===== src/rtl/pi1_rrarb.sv =====
// Round-robin N-master to 1-slave PI1 arbiter with a registered grant.
// Define PI1ARB_BURST_EN to let the owner issue up to BURSTLEN back-to-back transactions.
module pi1_rrarb #(
  parameter int unsigned MASTERCOUNT = 2,
  parameter int unsigned ARCHBITSZ   = 32,
  parameter int unsigned BURSTLEN    = 4,
  localparam int unsigned SelW  = ARCHBITSZ / 8,
  localparam int unsigned AddrW = ARCHBITSZ - $clog2(SelW),
  localparam int unsigned GntW  = $clog2(MASTERCOUNT),
  localparam int unsigned BcntW = $clog2(BURSTLEN + 1)
) (
  input  logic                         clk_i,
  input  logic                         rst_i,
  input  logic [2*MASTERCOUNT-1:0]     m_op_i,
  input  logic [AddrW*MASTERCOUNT-1:0] m_addr_i,
  input  logic [ARCHBITSZ*MASTERCOUNT-1:0] m_data_i,
  input  logic [SelW*MASTERCOUNT-1:0]  m_sel_i,
  output logic [ARCHBITSZ-1:0]         m_data_o,
  output logic [MASTERCOUNT-1:0]       m_rdy_o,
  output logic [1:0]                   s_op_o,
  output logic [AddrW-1:0]             s_addr_o,
  output logic [ARCHBITSZ-1:0]         s_data_o,
  output logic [SelW-1:0]              s_sel_o,
  input  logic [ARCHBITSZ-1:0]         s_data_i,
  input  logic                         s_rdy_i,
  output logic [GntW-1:0]              gnt_o
);

  typedef enum logic [0:0] {StIdle, StGnt} state_e;

  state_e          state_q, state_d;
  logic [GntW-1:0] gnt_q, gnt_d;
  logic [GntW-1:0] rrptr_q, rrptr_d;
  logic [BcntW-1:0] bcnt_q, bcnt_d;

  logic [1:0]           cur_op;
  logic [AddrW-1:0]     cur_addr;
  logic [ARCHBITSZ-1:0] cur_data;
  logic [SelW-1:0]      cur_sel;
  logic                 any_req;
  logic                 done;
  logic [GntW-1:0]      gnt_next;
  logic [BcntW-1:0]     bcnt_inc;

  // First requester found scanning ptr, ptr+1, ... with wrap to 0.
  function automatic logic [GntW-1:0] rr_pick(input logic [2*MASTERCOUNT-1:0] ops,
                                              input logic [GntW-1:0] ptr);
    logic            found;
    logic [GntW-1:0] pick;
    int unsigned     c;
    found = 1'b0;
    pick  = ptr;
    for (int unsigned k = 0; k < MASTERCOUNT; k++) begin
      c = (32'(ptr) + k) % MASTERCOUNT;
      if (!found && (ops[2*c +: 2] != 2'b00)) begin
        found = 1'b1;
        pick  = c[GntW-1:0];
      end
    end
    return pick;
  endfunction

  assign cur_op   = m_op_i[2*gnt_q +: 2];
  assign cur_addr = m_addr_i[AddrW*gnt_q +: AddrW];
  assign cur_data = m_data_i[ARCHBITSZ*gnt_q +: ARCHBITSZ];
  assign cur_sel  = m_sel_i[SelW*gnt_q +: SelW];

  assign any_req  = |m_op_i;
  assign done     = (state_q == StGnt) && (cur_op != 2'b00) && s_rdy_i;
  assign gnt_next = (gnt_q == GntW'(MASTERCOUNT - 1)) ? '0 : gnt_q + 1'b1;
  assign bcnt_inc = bcnt_q + 1'b1;

  assign m_data_o = s_data_i;
  assign gnt_o    = gnt_q;

  always_comb begin
    state_d  = state_q;
    gnt_d    = gnt_q;
    rrptr_d  = rrptr_q;
    bcnt_d   = bcnt_q;
    s_op_o   = 2'b00;
    s_addr_o = '0;
    s_data_o = '0;
    s_sel_o  = '0;
    m_rdy_o  = '0;
    case (state_q)
      StIdle: begin
        if (any_req) begin
          gnt_d   = rr_pick(m_op_i, rrptr_q);
          bcnt_d  = '0;
          state_d = StGnt;
        end
      end
      StGnt: begin
        s_op_o   = cur_op;
        s_addr_o = cur_addr;
        s_data_o = cur_data;
        s_sel_o  = cur_sel;
        if (done) begin
          m_rdy_o[gnt_q] = 1'b1;
          rrptr_d        = gnt_next;
          bcnt_d         = bcnt_inc;
`ifdef PI1ARB_BURST_EN
          if (bcnt_inc == BcntW'(BURSTLEN)) begin
            state_d = StIdle;
          end
`else
          state_d = StIdle;
`endif
        end else if (cur_op == 2'b00) begin
          // Owner withdrew its request (or ended its burst): give the port back.
          state_d = StIdle;
        end
      end
      default: state_d = StIdle;
    endcase
  end

  always_ff @(posedge clk_i) begin
    if (rst_i) begin
      state_q <= StIdle;
      gnt_q   <= '0;
      rrptr_q <= '0;
      bcnt_q  <= '0;
    end else begin
      state_q <= state_d;
      gnt_q   <= gnt_d;
      rrptr_q <= rrptr_d;
      bcnt_q  <= bcnt_d;
    end
  end

endmodule


===== config.mk =====
export PLATFORM = sky130hd
export DESIGN_NAME = pi1_rrarb
export DESIGN_NICKNAME = d
export VERILOG_FILES = /design/src/rtl/pi1_rrarb.sv
export SDC_FILE = /design/constraint.sdc
export NUM_CORES = 1
export LEC_CHECK = 0
export ABC_AREA = 1
export BUFFER_PORTS_ARGS = -buffer_cell sky130_fd_sc_hd__buf_2
export CORE_AREA = 10 10 98 100
export DETAILED_ROUTE_END_ITERATION = 10
export DIE_AREA = 0 0 108 110
export HOLD_SLACK_MARGIN = 0.06
export PLACE_DENSITY = 0.7
export SYNTH_ARGS = -nofsm -noshare
export SYNTH_HDL_FRONTEND = slang
export SYNTH_SLANG_ARGS = --single-unit

===== constraint.sdc =====
create_clock -name clk_i -period 1.2 [get_ports clk_i]
set_input_delay 0.24 -clock clk_i [delete_from_list [all_inputs] [get_ports clk_i]]
set_output_delay 0.24 -clock clk_i [all_outputs]
set_load 0.03 [all_outputs]

# After elaboration in Yosys (flattened, before gate mapping)
# Index checks and enable logic that the tools add are counted.
[op_classes] n_mux=17 order_cmp=2 n_addsub=2 multipliers=1 shifts=6 n_bitwise=1 reduce_logical=12
[ops] cell="64-bit by 7-bit indexed part select with 32-bit output" n=1
[ops] cell="60-bit by 7-bit indexed part select with 30-bit output" n=1
[ops] cell="32-bit two-way mux" n=1
[ops] cell="30-bit two-way mux" n=1
[ops] cell="4-bit by 3-bit indexed part select with 2-bit output" n=3
[ops] cell="1-bit two-way mux" n=9
[ops] cell="8-bit by 4-bit indexed part select with 4-bit output" n=1
[ops] cell="2-bit two-way mux" n=3
[ops] cell="2-bit nonzero test" n=3
[ops] cell="4-bit by 1-bit multiplier with 5-bit output (first input constant)" n=1
[ops] cell="1-bit logical AND" n=4
[ops] cell="4-bit two-way mux" n=1
[ops] cell="2-bit AND reduction" n=2
[ops] cell="4-bit OR reduction" n=1
[ops] cell="1-bit adder (second input constant)" n=2
[ops] cell="2-bit logical NOT" n=1
[ops] cell="1-bit by 2-bit < comparator with 1-bit output (second input constant)" n=1
[ops] cell="1-bit case mux with 2 select lines" n=1
[ops] cell="1-bit demux with 1-bit select" n=1
[ops] cell="1-bit >= comparator (second input constant)" n=1
[ops] cell="1-bit logical NOT" n=1
[ops] cell="1-bit NOT" n=1
[totals] out_inout_bits=103 in_bits=171 ff_bits=3 word_cells=44

# Logic depth before layout (Yosys ltp)
# Gate-level depths: netlist of run 1.
[depth] depth_word=8 depth_mapped=8 ltp_nobuf=7

# Least setup slack after synthesis of run 1
# No wires, ideal clock.
[synth_path] path_type="reg-to-output" startpoint="reg gnt_q (netlist: gnt_o)" endpoint="out s_addr_o[22]" slack_ps=-463 arrival_time_ps=1423 n_path_buf=2 stages_incl_launch_ff=5 t_required_ps=960 path_cell_list="dfxtp_1 buf_6 clkbuf_1 o21ai_0 nor2_1"
[synth_between] elab_chain_len=3
[synth_rtl] element="start, declared" line_no="32" source="logic [GntW-1:0] gnt_q, gnt_d;"
[synth_rtl] element="start signal, assigned" line_no="127" source="gnt_q <= gnt_d;"
[synth_rtl] element="4-bit by 1-bit multiplier with 5-bit output" line_no="64" source="assign cur_addr = m_addr_i[AddrW*gnt_q +: AddrW];"
[synth_rtl] element="60-bit by 7-bit indexed part select with 30-bit output" line_no="64"
[synth_rtl] element="30-bit two-way mux" line_no="86" source="case (state_q)"
[synth_rtl] element="end, declared" line_no="21" source="output logic [AddrW-1:0] s_addr_o,"
# No other way between the ends.

# Worst setup path in the final report of run 1
[layout_path] startpoint="reg gnt_q (netlist: gnt_o)" endpoint="out s_addr_o[26]"
# Same word-level chain as after synthesis.

==> metrics.yaml, run 1 <==
status: "finished, violations left"
violations: "setup timing"
cts_tree: "built"
seqPwrFrac_pct: 5.3
io_buffers: 209
crit_required_ns: 0.96
grt_pass1_vias: 2719
comb_power_share_pct: 82.1
die_area_um2: 11900
clkTransAtPathRegs_ns: 0.03
die_y_um: 110
hold_viol: 0
clkLatencyLatePin_ns: 0.22
synth_ff_type: "dfxtp_1"
synth_area_um2: 1450
setup_viol: 71
drt_iter0_drc: 54
synth.distinct_cells: 17
core_um2: 7650
h-tree-depth: 1
critPathSlowestCell: "dfxtp_4"
root_buffer: "clkbuf_8"
synth_edf_count: 0
ys_seq_area_share_pct: 4.14
ys_seq_elements: 3
vias: 2526
cp_data_arrival_time_ns: 1.30
drive_above_1_share_pct: 76.3
path_cells: "inv_6, buf_12, nor2_1, nor2_4, buf_2"
detail-route-antenna-nets: 0
cts_buffers: 3
syn2layout_area_growth_pct: 143
switching_power_w: 0.00121
period_needed_ns: 1.54
vdd_drop_max_uv: 527
final_core_util_pct: 46.1
start_kind: "flip-flop"
syn_area_per_cell_um2: 5.04
gp_congestion: 0.882
critPathMaxFanout: 18
grt_pass1_wl_um: 13200
post_drt_wl_per_cell_um: 16.5
yosysWarnings: 0
fmax_mhz: 648
cap_viol_max_count: 0
cts_max_path_buffers: 2
fin_crit_sh_pct: 129
power_density_nw_per_um2: 670
rsz0062_at_grt: "yes"
drt_wl_total_um: 9450
start_util_pct: 19.0
firstDrtPassIters: 4
die_width_um: 108
dpl.hpwl_um: 7200
grt_max_degree: 37
nFillCells: 768
leakagePower_nw: 1.69
end_kind: "output port"
drc: 0
antenna_cells: 0
rows: 32
overflow: 0
grt_use_total_pct: 13.4
layout.nets: 641
swShare_pct: 51.2
cts.hold.buffers_added: 0
slew_headroom_pct: 81.4
pwr-share-clk_pct: 12.6
skew_ns: 0.00165
holdWs_ns: 0.204
layout_setup_ws_ns: -0.344
cts_sinks: 3
slowest_delay_ns: 0.40
path_class: "reg2out"
internal-power_w: 0.00115
power_w: 0.00236
synth_nets: 459
pre_cts_slack_ns: -0.183
antenna_found_initial: 0
slew_viol_final: 0
hold_path.class: "in2reg"
tightestPinTransition_ns: 0.277
vias_per_cell: 4.42
ios: 274
syn_inst: 288
async_flop_share_pct: 0
[worst paths after layout]
kind                                           start                   end  slack (ns)  depth (start not counted)
worst min register to register  rrptr_q$_SDFFE_PP0P_  rrptr_q$_SDFFE_PP0P_        0.47                          2
worst max-delay path              gnt_o$_SDFFE_PP0P_          s_addr_o[26]       -0.34                          5
worst max register to register    gnt_o$_SDFFE_PP0P_  rrptr_q$_SDFFE_PP0P_        0.13                          7
worst min-delay path                           rst_i    gnt_o$_SDFFE_PP0P_        0.20                          2
[cells by family after synthesis]
group                  Yosys count  share of synthesized area (%)
AOI/OAI and AO/OA               71                           24.5
buffers and inverters           65                           31.6
DFF                              3                           4.14
and+or+nand+nor                149                           39.8
[cell usage after synthesis, types with 3 or more instances]
| cell | n | area (µm²) |
|---|---|---|
| buf_6 | 10 | 113 |
| a21oi_1 | 4 | 20.0 |
| buf_2 | 6 | 30.0 |
| dfxtp_1 | 3 | 60.1 |
| buf_4 | 33 | 248 |
| nand2_1 | 9 | 33.8 |
| nor2_1 | 135 | 507 |
| o21ai_1 | 20 | 100 |
| inv_1 | 9 | 33.8 |
| clkbuf_2 | 4 | 20.0 |
| o21ai_0 | 47 | 235 |
[layout by cell type (no fill, tap or decap), types with 3 or more instances in the layout]
cell,n
nor2_2,35
inv_1,8
a21oi_1,4
clkbuf_8,3
clkbuf_16,3
buf_6,20
o21ai_1,53
o21ai_2,6
nor2_4,71
nand2_1,7
nor2_1,29
buf_12,6
o21ai_0,7
buf_4,54
buf_2,143
[sequential cells by signal, indices dropped and copies added (netlist names)]
register  count
gnt_o         1
rrptr_q       1
state_q       1
[worst max-delay path, delay by kind of cell (launching register included)]
family        cells  cell delay (ns)
simple gates      2             0.24
buf+inv           3             0.43
flops             1             0.40
[layer usage]
| layer | track usage (%) | vias up | part of all wire, % | routed length [µm] |
|---|---|---|---|---|
| met5 | 0 | - | 0 | 0 |
| met4 | 4.01 | 0 | 1.7 | 161 |
| met3 | 5.05 | 22 | 9.5 | 896 |
| met2 | 26.1 | 127 | 56 | 5300 |
| met1 | 12.7 | 1134 | 33 | 3090 |
| li1 | - | 1243 | - | - |
[power groups by stage]
stage	combinational [W]	clock, W	sequential (W)
final	0.00194	0.000297	0.000126
after CTS	0.00179	0.000303	0.000129
after global routing	0.00207	0.000316	0.000127
after floorplan	0.00126	0	0.000123
after detailed placement	0.00159	0	0.000123
after global placement	0.00156	0	0.000122
[area by class of cell]
type | instances | area [µm²] | share of cell area (%)
multi-input combinational | 220 | 1610 | 45.7
sequential | 3 | 67.6 | 1.92
timing repair buffer | 231 | 1630 | 46.2
clock buffer | 4 | 45.0 | 1.28
inverter | 11 | 46.3 | 1.31
tap | 102 | 128 | 3.62
[through the flow]
stage | cells | area (µm²) | setup TNS, ns
after floorplan | 288 | 1950 | -5.78
after global placement | 561 | 2880 | -6.39
after detailed placement | 561 | 2880 | -7.77
after CTS | 566 | 3250 | -20.97
after global routing | 571 | 3520 | -25.11
final | 571 | 3520 | -21.02
[repair_timing]
action | in CTS | in global routing
resized for setup | 114 | 51
gates cloned | 1 | 4
buffers inserted | 0 | 1
pin swaps | 1 | 0
setup endpoints to repair | 71 | 71
Note: power is estimated with default switching activity, not from simulation.
==> run 2, diff against run 1 <==
==> constraint.sdc (replaced) <==
create_clock -name clk_i -period 1.2 [get_ports clk_i]
set_input_delay 0 -clock clk_i [delete_from_list [all_inputs] [get_ports clk_i]]
set_output_delay 0 -clock clk_i [all_outputs]
set_load 0.03 [all_outputs]
==> run 2 against run 1 <==
The run still ends with setup timing left. Core utilization shrank 0.28 points. Clock power grew 5%. Critical path depth is the same. Register-to-register slack lost 0.13 ns. Wire length grew 15%. Largest power group unchanged.
==> metrics.yaml, run 2 (synthesis gave the netlist of run 1 again) <==
status: "finished, violations left"
violations: "setup timing"
cts_max_path_buffers: 2
cts_buffers: 3
gp_congestion: 0.801
power_w: 0.00245
switching_power_w: 0.00126
path_cells: "inv_8, buf_12, nor2_1, nor2_1, buf_4"
fin_crit_sh_pct: 107
firstDrtPassIters: 4
die_y_um: 110
die_width_um: 108
most-common-layout-cells: "buf_2, nor2_2, nor2_1"
rows: 32
core_um2: 7650
hold_path.class: "in2reg"
drc: 0
clkTransAtPathRegs_ns: 0.03
grt_use_total_pct: 14.7
swShare_pct: 51.5
path_class: "reg2out"
io_buffers: 209
cts_sinks: 3
internal-power_w: 0.00119
tightestPinTransition_ns: 0.354
ios: 274
overflow: 0
end_kind: "output port"
placed_area_um2: 2460
drive_above_1_share_pct: 64.8
start_kind: "flip-flop"
vdd_drop_max_uv: 574
setup_tns_ns: -2.11
start_util_pct: 19.0
antenna_found_initial: 0
skew_ns: 0.000888
hold_depth: 3
clkLatencyLatePin_ns: 0.22
critPathMaxFanout: 11
drt_iter0_drc: 103
vias_per_cell: 4.47
cap_viol_max_count: 0
leakagePower_nw: 1.81
whs_endpoint: "rrptr_q$_SDFFE_PP0P_"
power_density_nw_per_um2: 701
syn2layout_area_growth_pct: 141
detail-route-antenna-nets: 0
drt_wl_total_um: 10900
path_common_cell: "nor2_1"
dpl.hpwl_um: 6810
vias: 2675
h-tree-depth: 1
cts_tree: "built"
setup_viol: 68
reg2reg_to: "rrptr_q$_SDFFE_PP0P_"
pwr-share-clk_pct: 12.8
rrSetupSlack_ns: 0
holdWs_ns: 0.127
rr_worst_depth: 7
post_drt_wl_per_cell_um: 18.1
crit_required_ns: 1.20
rsz0062_at_grt: "yes"
fmax_mhz: 779
comb_power_share_pct: 82.0
stdcell_count: 599
antenna_cells: 0
final_cell_area_um2: 3500
grt_pass1_vias: 2738
seqPwrFrac_pct: 5.2
layout.nets: 669
die_area_um2: 11900
root_buffer: "clkbuf_8"
hp-start: "s_rdy_i"
slowest_delay_ns: 0.38
critPathSlowestCell: "dfxtp_4"
cp_data_arrival_time_ns: 1.28
r2r_start: "gnt_o$_SDFFE_PP0P_"
layout_setup_ws_ns: -0.0840
grt_max_degree: 38
slew_headroom_pct: 76.3
hold_viol: 0
grt_pass1_wl_um: 14300
period_needed_ns: 1.28
slew_viol_final: 0
final_common_cell: "buf_2"
dpl.cell_count: 551
==> run 2: changes by cell type in the layout (fill, tap and decap cells not counted), moves of 8 or more <==
| cell | before | now |
|---|---|---|
| dlygate4sd3_1 | 0 | 33 |
| nor2_4 | 71 | 0 |
| nor2_1 | 29 | 54 |
| buf_6 | 20 | 44 |
| o21ai_0 | 7 | 22 |
| nor2_2 | 35 | 81 |
| o21ai_1 | 53 | 45 |
| buf_4 | 54 | 29 |
==> run 2: worst max-delay path, delay by kind of cell (launching register included) <==
kind,cells,cell delay [ns]
buffers and inverters,3,0.49
flip-flops,1,0.38
AND/OR/NAND/NOR,2,0.19
==> run 2: per-layer routing <==
layer  share of wire (%)  up-vias  wire length, µm  track usage [%]
met5                   0        -                0                0
met4                 1.9        0              209             4.29
met3                  10       19             1110             4.99
met2                  52      175             5680             27.8
met1                  36     1188             3860             15.0
li1                    -     1293                -                -
==> run 2: what timing repair did <==
action                                  CTS  global route
hold endpoints to repair                 34             0
buffers inserted                          4             1
resized for setup                       132            47
pin swaps                                 1             0
gates cloned                              2             4
hold buffers                             33             0
endpoints found under the setup margin   68            70
==> run 2: stage by stage <==
stage	util (%)	worst slack, ns
floorplan	-	0.00223
finish	45.8	-0.0840
CTS	42.8	-0.0526
global route	45.8	-0.123
global placement	32.2	0.122
detailed placement	32.2	0.0742
==> run 2: final cells by class <==
cell class / instances / area (µm²)
Clock buffer: 4 / 45.0
Fill cell: 706 / 4150
Inverter: 11 / 48.8
Tap cell: 102 / 128
Multi-Input combinational cell: 220 / 1180
Timing Repair Buffer: 259 / 2030
Sequential cell: 3 / 67.6
==> run 2: worst max-delay path by stage <==
stage                  startpoint            to  slack (ns)
2_1_floorplan  gnt_o$_SDFFE_PP0P_  s_addr_o[29]       0.002
3_3_place_gp   gnt_o$_SDFFE_PP0P_  s_addr_o[16]        0.12
3_5_place_dp   state_q$_SDFF_PP0_  s_addr_o[20]        0.07
4_1_cts        gnt_o$_SDFFE_PP0P_    s_sel_o[2]       -0.05
5_1_grt        gnt_o$_SDFFE_PP0P_  s_data_o[15]       -0.12
6_report       gnt_o$_SDFFE_PP0P_    s_sel_o[2]       -0.08
==> run 2: power groups by stage <==
stage | combinational, W | sequential [W] | clock [W]
final | 0.00201 | 0.000128 | 0.000313
after global routing | 0.00213 | 0.000129 | 0.000324
after CTS | 0.00185 | 0.000128 | 0.000310
after detailed placement | 0.00135 | 0.000127 | 0
after global placement | 0.00133 | 0.000126 | 0
after floorplan | 0.00108 | 0.000124 | 0
